==> src/rtl/alarm_pkg.sv <==
// Shared definitions for the alarm sequencer: checker result codes, main-state
// encoding and a small constant helper for sizing timers.
package alarm_pkg;

    localparam logic [1:0] KEY_OK    = 2'd0;
    localparam logic [1:0] KEY_ERROR = 2'd2;
    localparam logic [1:0] NO_KEY    = 2'd3;

    typedef enum logic [2:0] {
        ST_DISARMED  = 3'd0,
        ST_EXIT_DLY  = 3'd1,
        ST_ARMED     = 3'd2,
        ST_ENTRY_DLY = 3'd3,
        ST_ALARM     = 3'd4
    } main_state_e;

    function automatic int max_of(input int a, input int b);
        return (a > b) ? a : b;
    endfunction

endpackage

==> src/rtl/down_timer.sv <==
// Loadable down-counter. done flags the cycle whose clock edge brings the count
// to zero, so a load of D at edge N produces its expiry at edge N+D.
module down_timer #(
    parameter int W = 4
) (
    input  logic         clk,
    input  logic         rst,
    input  logic         load,
    input  logic [W-1:0] value,
    output logic         done
);

    logic [W-1:0] count_q;
    logic [W-1:0] count_d;

    always_comb begin
        count_d = count_q;
        if (load) begin
            count_d = value;
        end else if (count_q != '0) begin
            count_d = count_q - W'(1);
        end
    end

    always_ff @(posedge clk) begin
        if (rst) begin
            count_q <= '0;
        end else begin
            count_q <= count_d;
        end
    end

    assign done = (count_q == W'(1));

endmodule

==> src/rtl/alarm_sequencer.sv <==
// Alarm controller: arms/disarms from checker results, runs exit/entry delays,
// drives the siren, locks out after repeated wrong codes and times out partial codes.
module alarm_sequencer
    import alarm_pkg::*;
#(
    parameter int EXIT_DELAY     = 8,
    parameter int ENTRY_DELAY    = 6,
    parameter int DIGIT_TIMEOUT  = 5,
    parameter int MAX_FAILS      = 3,
    parameter int LOCKOUT_CYCLES = 10
) (
    input  logic       CLK,
    input  logic       RST,
    input  logic       KB_RECV,
    input  logic [1:0] KEY_STATUS,
    input  logic       SENSOR,
    output logic       KB_EN,
    output logic       CHK_CLR,
    output logic       ARMED,
    output logic       SIREN,
    output logic       LOCKED,
    output logic [1:0] FAIL_CNT,
    output logic [2:0] STATE
);

    localparam int MAX_DLY = max_of(max_of(EXIT_DELAY, ENTRY_DELAY),
                                    max_of(DIGIT_TIMEOUT, LOCKOUT_CYCLES));
    localparam int TW = $clog2(MAX_DLY) + 1;

    main_state_e state_q, state_d;
    logic [1:0]  status_q, status_d, prev_q, prev_d;
    logic        armed_q, armed_d, siren_q, siren_d;
    logic        locked_q, locked_d, kb_en_q, kb_en_d, chk_clr_q, chk_clr_d;
    logic [1:0]  fail_q, fail_d, digit_q, digit_d;

    logic          ok_evt, err_evt, strobe_ok, dly_expired;
    logic          dly_load, dly_done, lock_load, lock_done, dig_load, dig_done;
    logic [TW-1:0] dly_val;

    always_comb begin
        // Code 1 is folded into NO_KEY so it can arm the next edge-detect.
        status_d = (KEY_STATUS == 2'd1) ? NO_KEY : KEY_STATUS;
        prev_d   = status_q;

        ok_evt      = (prev_q == NO_KEY) && (status_q == KEY_OK);
        err_evt     = (prev_q == NO_KEY) && (status_q == KEY_ERROR);
        strobe_ok   = KB_RECV && !locked_q;
        dly_expired = dly_done && ((state_q == ST_EXIT_DLY) || (state_q == ST_ENTRY_DLY));

        state_d = state_q;
        if (ok_evt) begin
            state_d = (state_q == ST_DISARMED) ? ST_EXIT_DLY : ST_DISARMED;
        end else begin
            unique case (state_q)
                ST_EXIT_DLY:  if (dly_expired) state_d = ST_ARMED;
                ST_ARMED:     if (SENSOR) state_d = ST_ENTRY_DLY;
                ST_ENTRY_DLY: if (dly_expired) state_d = ST_ALARM;
                default:      state_d = state_q;
            endcase
        end

        dly_load = (state_d != state_q) &&
                   ((state_d == ST_EXIT_DLY) || (state_d == ST_ENTRY_DLY));
        dly_val  = (state_d == ST_EXIT_DLY) ? TW'(EXIT_DELAY) : TW'(ENTRY_DELAY);

        fail_d    = fail_q;
        locked_d  = locked_q;
        lock_load = 1'b0;
        chk_clr_d = 1'b0;
        digit_d   = digit_q;
        dig_load  = 1'b0;

        if (locked_q && lock_done) begin
            locked_d = 1'b0;
        end

        if (ok_evt) begin
            fail_d = 2'd0;
        end else if (err_evt) begin
            if (int'(fail_q) + 1 >= MAX_FAILS) begin
                fail_d    = 2'd0;
                locked_d  = 1'b1;
                lock_load = 1'b1;
                chk_clr_d = 1'b1;
            end else begin
                fail_d = fail_q + 2'd1;
            end
        end

        // A strobe always wins over the timeout; after the 4th digit no timeout runs.
        if (strobe_ok) begin
            digit_d  = digit_q + 2'd1;
            dig_load = (digit_q != 2'd3);
        end else if ((digit_q != 2'd0) && dig_done) begin
            digit_d   = 2'd0;
            chk_clr_d = 1'b1;
        end
        if (lock_load) begin
            digit_d = 2'd0;
        end

        armed_d = (state_d == ST_ARMED) || (state_d == ST_ENTRY_DLY) || (state_d == ST_ALARM);
        siren_d = (state_d == ST_ALARM);
        kb_en_d = !locked_d;
    end

    always_ff @(posedge CLK) begin
        if (RST) begin
            state_q   <= ST_DISARMED;
            status_q  <= NO_KEY;
            prev_q    <= NO_KEY;
            armed_q   <= 1'b0;
            siren_q   <= 1'b0;
            locked_q  <= 1'b0;
            kb_en_q   <= 1'b1;
            chk_clr_q <= 1'b1;
            fail_q    <= 2'd0;
            digit_q   <= 2'd0;
        end else begin
            state_q   <= state_d;
            status_q  <= status_d;
            prev_q    <= prev_d;
            armed_q   <= armed_d;
            siren_q   <= siren_d;
            locked_q  <= locked_d;
            kb_en_q   <= kb_en_d;
            chk_clr_q <= chk_clr_d;
            fail_q    <= fail_d;
            digit_q   <= digit_d;
        end
    end

    down_timer #(.W(TW)) u_dly_timer (
        .clk   (CLK),
        .rst   (RST),
        .load  (dly_load),
        .value (dly_val),
        .done  (dly_done)
    );

    down_timer #(.W(TW)) u_lock_timer (
        .clk   (CLK),
        .rst   (RST),
        .load  (lock_load),
        .value (TW'(LOCKOUT_CYCLES)),
        .done  (lock_done)
    );

    down_timer #(.W(TW)) u_digit_timer (
        .clk   (CLK),
        .rst   (RST),
        .load  (dig_load),
        .value (TW'(DIGIT_TIMEOUT)),
        .done  (dig_done)
    );

    assign KB_EN    = kb_en_q;
    assign CHK_CLR  = chk_clr_q;
    assign ARMED    = armed_q;
    assign SIREN    = siren_q;
    assign LOCKED   = locked_q;
    assign FAIL_CNT = fail_q;
    assign STATE    = state_q;

endmodule
==> config.mk <==
export PLATFORM = sky130hd
export DESIGN_NAME = alarm_sequencer
export DESIGN_NICKNAME = d
export VERILOG_FILES = /design/src/rtl/alarm_pkg.sv /design/src/rtl/down_timer.sv /design/src/rtl/alarm_sequencer.sv
export SDC_FILE = /design/constraint.sdc
export NUM_CORES = 1
export LEC_CHECK = 0
export ABC_CLOCK_PERIOD_IN_PS = 1850
export BUFFER_PORTS_ARGS = -buffer_cell sky130_fd_sc_hd__buf_2
export CORE_MARGIN = 10
export CORE_UTILIZATION = 50
export DETAILED_ROUTE_END_ITERATION = 8
export GPL_TIMING_DRIVEN = 0
export PLACE_DENSITY = 0.81
export SLEW_MARGIN = 20
export SYNTH_ARGS = -nofsm -noshare
export SYNTH_HDL_FRONTEND = slang
export SYNTH_SLANG_ARGS = --single-unit
==> constraint.sdc <==
create_clock -name CLK -period 1.85 [get_ports CLK]
set_clock_uncertainty 0.2 [all_clocks]
set_input_delay 0.37 -clock CLK [delete_from_list [all_inputs] [get_ports CLK]]
set_output_delay 0.37 -clock CLK [all_outputs]
set_load 0.02 [all_outputs]
Word level (Yosys, flattened, before mapping)
Cells that the tools add are included.
{ "totals": {"ff_bits": 31, "in_bits": 6, "out_inout_bits": 10, "elab_cells": 90} }
{ "classes": {"addsub": 6, "n_lt_le_gt_ge": 1, "eq_ne": 15, "mux": 26, "reduce_logical": 27} }
{ "op_table": {"columns": ["op", "count"], "rows": [
  ["2-to-1 mux 3 bit", 6],
  ["equality test 5 x 1 -> 1 bit, second input constant", 3],
  ["nonzero test 5 bit", 3],
  ["subtractor 5 x 1 -> 5 bit, second input constant", 3],
  ["equality test 3 x 2 -> 1 bit, second input constant", 4],
  ["2-to-1 mux 4 bit", 3],
  ["2-to-1 mux 1 bit", 11],
  ["2-to-1 mux 5 bit", 2],
  ["nonzero test 2 bit", 5],
  ["case mux 3 bit (3 select lines)", 1],
  ["OR reduction 2 bit", 4],
  ["logical AND 1 bit", 7],
  ["equality test 3 x 1 -> 1 bit, second input constant", 2],
  ["2-to-1 mux 2 bit", 3],
  ["adder 2 x 1 -> 2 bit, second input constant", 2],
  ["equality test 2 bit, second input constant", 2],
  ["logical OR 1 bit", 4],
  ["adder 2 x 1 -> 3 bit, second input constant", 1],
  ["equality test 3 bit, second input constant", 1],
  ["greater-or-equal comparator 3 x 2 -> 1 bit, second input constant", 1],
  ["logical NOT 3 bit", 1],
  ["!= test 3 bit", 1],
  ["equality test 2 x 1 -> 1 bit, second input constant", 1],
  ["logical NOT 1 bit", 2],
  ["other kinds (2)", 2]
]} }

Longest topological paths before layout
{ "depth": {"ltp_word": 10, "ltp_mapped": 6, "ltp_nobuf": 6} }

By module
Synthesis repeated with hierarchy kept, for this count alone.
{ "unflattened": {"cells_unflattened": 186, "hier_area_um2": 1690.4} }
{ "by_module_without_submodules": {"columns": ["mod", "instances", "cells_each", "area_each_um2", "seq_area_each_um2"], "rows": [
  ["down_timer", 3, 35, 309.0, 100.1],
  ["alarm_sequencer", 1, 81, 763.2, 320.3]
]} }

Least setup slack after synthesis
Ideal clock, no wire load.
{ "synth_timing": {"kind": "register to register", "start": "register u_dly_timer.count_q[0]", "end": "register u_dly_timer.count_q[1]", "setup_time_ps": 71, "t_arrival_ps": 1344, "required_time_ps": 1579, "slack_ps": 236, "stages_incl_launch_ff": 7, "n_path_buf": 0, "synth_period_minus_slack_ps": 1614, "path_cell_list": "dfxtp_1 > inv_1 > ha_1 > nor4b_2 > mux2i_1 > o21ai_0 > a21oi_1"} }
{ "synth_via": {"elab_chain_cells": 9, "elab_cells_between_ends": 17, "cone_classes": "add/sub: 1; eq/ne: 4; mux: 7; reduce/logical: 5"} }
{ "synth_lines": {"columns": ["element", "line_no", "source"], "rows": [
  ["start, declared", "down_timer.sv:13", "logic [W-1:0] count_q;"],
  ["start signal, assigned", "down_timer.sv:29", "count_q <= count_d;"],
  ["equality test 5 x 1 -> 1 bit", "down_timer.sv:33", "assign done = (count_q == W'(1));"],
  ["logical AND 1 bit", "alarm_sequencer.sv:48", "dly_expired = dly_done && ((state_q == ST_EXIT_DLY) || (state_q == ST_ENTRY_DLY));"],
  ["2-to-1 mux 3 bit (on tied branches)", "alarm_sequencer.sv:57, alarm_sequencer.sv:55", null],
  ["case mux 3 bit (3 select lines)", "alarm_sequencer.sv:54", "unique case (state_q)"],
  ["2-to-1 mux 3 bit", "alarm_sequencer.sv:51", "if (ok_evt) begin"],
  ["equality test 3 x 1 -> 1 bit or equality test 3 x 2 -> 1 bit (tied branches)", "alarm_sequencer.sv:63, alarm_sequencer.sv:64", null],
  ["logical OR 1 bit", "alarm_sequencer.sv:63", "((state_d == ST_EXIT_DLY) || (state_d == ST_ENTRY_DLY));"],
  ["logical AND 1 bit", "alarm_sequencer.sv:62", "dly_load = (state_d != state_q) &&"],
  ["2-to-1 mux 5 bit or nonzero test 2 bit (tied branches)", null, null]
]} }
Parallel ways exist; a longest one is shown, timed or not. The select of a mux whose other input is x is not followed.
A chain may end at the register's enable or synchronous reset.

Worst setup path after layout
Ends and elaborated chain as after synthesis.

==> flow_summary.ini <==
[sta]
worst_pin_slew_ns = 0.432
hold_viol_final = 0
min_period_over_period_pct = 96.4
fmax_ghz = 0.561
rsz0062_at_grt = false
period_minus_slack_ns = 1.78
setup_violations = 0
fin_tns_setup_ns = 0
slew_viol_final = 0
slew_headroom_pct = 71.2
setup_ws_ns = 0.0670

[placed_design]
gp_congestion = 0.858
port_buffers = 15
place_inst = 210
hpwl_um = 2330
dpl_worst_slack_ns = 0.0203

[routing]
first_pass_iters = 4
drc = 0
antenna_left = 0
via_per_inst = 5.46
num_vias = 1195
finalWirelength_um = 2970
first_iter_violations = 34
wire_per_inst_um = 13.6

[power_and_ir_drop]
swShare_pct = 35.8
switchingPower_w = 0.000749
pwr-share-comb_pct = 39.2
clock_power_share_pct = 17.8
p_per_area_nw_per_um2 = 1250
internal_power_w = 0.00134
p_leak_nw = 0.702
vdd_drop_max_v = 0.000589
seqPwrFrac_pct = 43.0

[synthesis]
synthArstFlopShare_pct = 0
synth_cell_type_count = 38
synth_top_area_share_pct = 41.8
yosysMostFrequentCell = dfxtp_1
ys_seq_area_share_pct = 41.8
synth-edff-count = 0
yosysWarnings = 0
synthFlopType = dfxtp_1
syn_avg_cell_area_um2 = 9.06
synthesis.area_um2 = 1490
syn_inst = 164
ys_top_cells_by_count = 31 x dfxtp_1, 18 x nor2_1, 13 x inv_1
synth_fp_nets = 179
synthTopCellsByArea = dfxtp_1 42%, ha_1 7.6%, nor2_1 4.5%
ys_ff_latch = 31
synth_largest_area_cell = dfxtp_1

[clock_network]
cts_buffers = 5
cts_hold_buf = 0
cts_tree = done
h-tree-depth = 2
clock-root-buffer = clkbuf_4
cts_max_path_buffers = 2
clk_latency_ns = 0.33
cts_sinks = 31
clkTransAtPathRegs_ns = 0.09

[worst_setup_path]
rrSetupSlack_ns = 0.07
startpoint_type = register
required_ns = 1.91
arrival_ns = 1.85
crit_fanout = 4
end_kind = register
rr_worst_depth = 6
path_class = register to register

[worst_hold_path]
hp-class = primary input to register
min_delay_path_depth = 2

[finish]
areaGrowthSynthToFinish_pct = 12.1
layout-drive-gt1-share_pct = 18.1
nNetsFinal = 202
finalNonFillerCells = 219
antenna_cells = 0

[floorplanning]
fp.dieW_um = 74.5
core_area_um2 = 2810
die_h_um = 74.5
start_util_pct = 53.0
die-area_um2 = 5550
row_count = 19
io_pins = 16

[global_route]
antenna_found_initial = 0
grt_max_degree = 11
grt_usage_pct = 11.9
first_global_vias = 1232
grt_overflow = 0
grt_pass1_wl_um = 5180

[run]
maxCapViolCount = 0

[outcome]
outcome = finished clean
==> state kept, by name, summed over array words and instances (netlist names), 2 cells and up <==
signal / cells
FAIL_CNT: 2
STATE: 3
digit_q: 2
prev_d: 2
prev_q: 2
u_digit_timer.count_q: 5
u_dly_timer.count_q: 5
u_lock_timer.count_q: 5
==> metal layers <==
metal	GRT usage (%)	vias up	share of wire (%)
li1	-	612	-
met1	12.1	554	42
met2	21.4	21	51
met3	3.86	8	4.4
met4	6.09	0	2.4
met5	0	-	0
==> area by class of cell <==
cell class | count | area (um2)
Fill cell | 259 | 1140
Multi-Input combinational cell | 118 | 818
Sequential cell | 31 | 621
Timing Repair Buffer | 16 | 82.6
Inverter | 13 | 48.8
Clock buffer | 7 | 45.0
Tap cell | 31 | 38.8
Buffer | 2 | 7.51
Clock inverter | 1 | 5.00
==> cells by family (layout without fill, tap and decap cells) <==
kind of cell / count (synthesis) / count (layout) / share of synthesized area [%]
xor gates and xnor gates: 5 / 5 / 2.95
adders and majority gates: 9 / 9 / 7.58
and+or+nand+nor: 69 / 69 / 26.9
DFF: 31 / 31 / 41.8
muxes: 7 / 7 / 5.30
buffers and inverters: 15 / 39 / 3.79
AOI/OAI and AO/OA: 28 / 28 / 11.7
==> final timing paths <==
| kind | start | to |
|---|---|---|
| max | u_dly_timer.count_q[0]$_SDFFE_PP0P_ | u_dly_timer.count_q[1]$_SDFFE_PP0P_ |
| min | KEY_STATUS[1] | prev_d[1]$_SDFF_PP1_ |
| max reg2reg | u_dly_timer.count_q[0]$_SDFFE_PP0P_ | u_dly_timer.count_q[1]$_SDFFE_PP0P_ |
| min reg2reg | u_digit_timer.count_q[4]$_SDFFE_PP0P_ | u_digit_timer.count_q[4]$_SDFFE_PP0P_ |
==> cell usage in the layout, fill, tap and decap left out, types with 2 or more instances in the layout <==
cell / netlist / routed
dfxtp_1: 31 / 31
nor2_1: 18 / 18
buf_2: 0 / 15
inv_1: 13 / 13
nand2_1: 11 / 11
nand2b_1: 10 / 10
a21oi_1: 10 / 10
ha_1: 9 / 9
nor3_1: 8 / 8
o21ai_0: 6 / 6
nand3_1: 5 / 5
xnor2_1: 5 / 5
clkbuf_4: 0 / 5
clkbuf_1: 2 / 4
a31oi_1: 3 / 3
or2_2: 3 / 3
mux2_2: 3 / 3
mux2i_1: 3 / 3
nand3b_1: 2 / 2
a2111oi_0: 2 / 2
==> worst max-delay path: stages (launching register included) <==
cell and delay (ns):
dfxtp_1 0.34, inv_1 0.12, ha_1 0.23, nor4b_4 0.25
mux2i_1 0.29, o21ai_0 0.13, a21oi_1 0.16
==> power by group through the flow <==
stage	combinational [W]	clock [W]	sequential (W)
final	0.000818	0.000373	0.000899
after global routing	0.000925	0.000408	0.000919
after CTS	0.000790	0.000385	0.000898
after detailed placement	0.000761	0	0.000904
after global placement	0.000714	0	0.000894
after floorplan	0.000618	0	0.000884
==> what timing repair did <==
action / 4_1_cts / 5_1_grt
resized for setup: 1 / 0
endpoints found under the setup margin: 1 / 1
setup buffers: 0 / 1
==> through the flow <==
stage	util (%)	total power, W	instance area [um2]	hold WS [ns]
floorplan	-	0.00150	1490	0.227
CTS	59.1	0.00207	1660	0.0138
finish	59.4	0.00209	1670	0.0214
detailed placement	57.0	0.00166	1600	0.250
global route	59.4	0.00225	1670	0.0238
global placement	57.0	0.00161	1600	0.235
(Power assumes the default switching activity.)
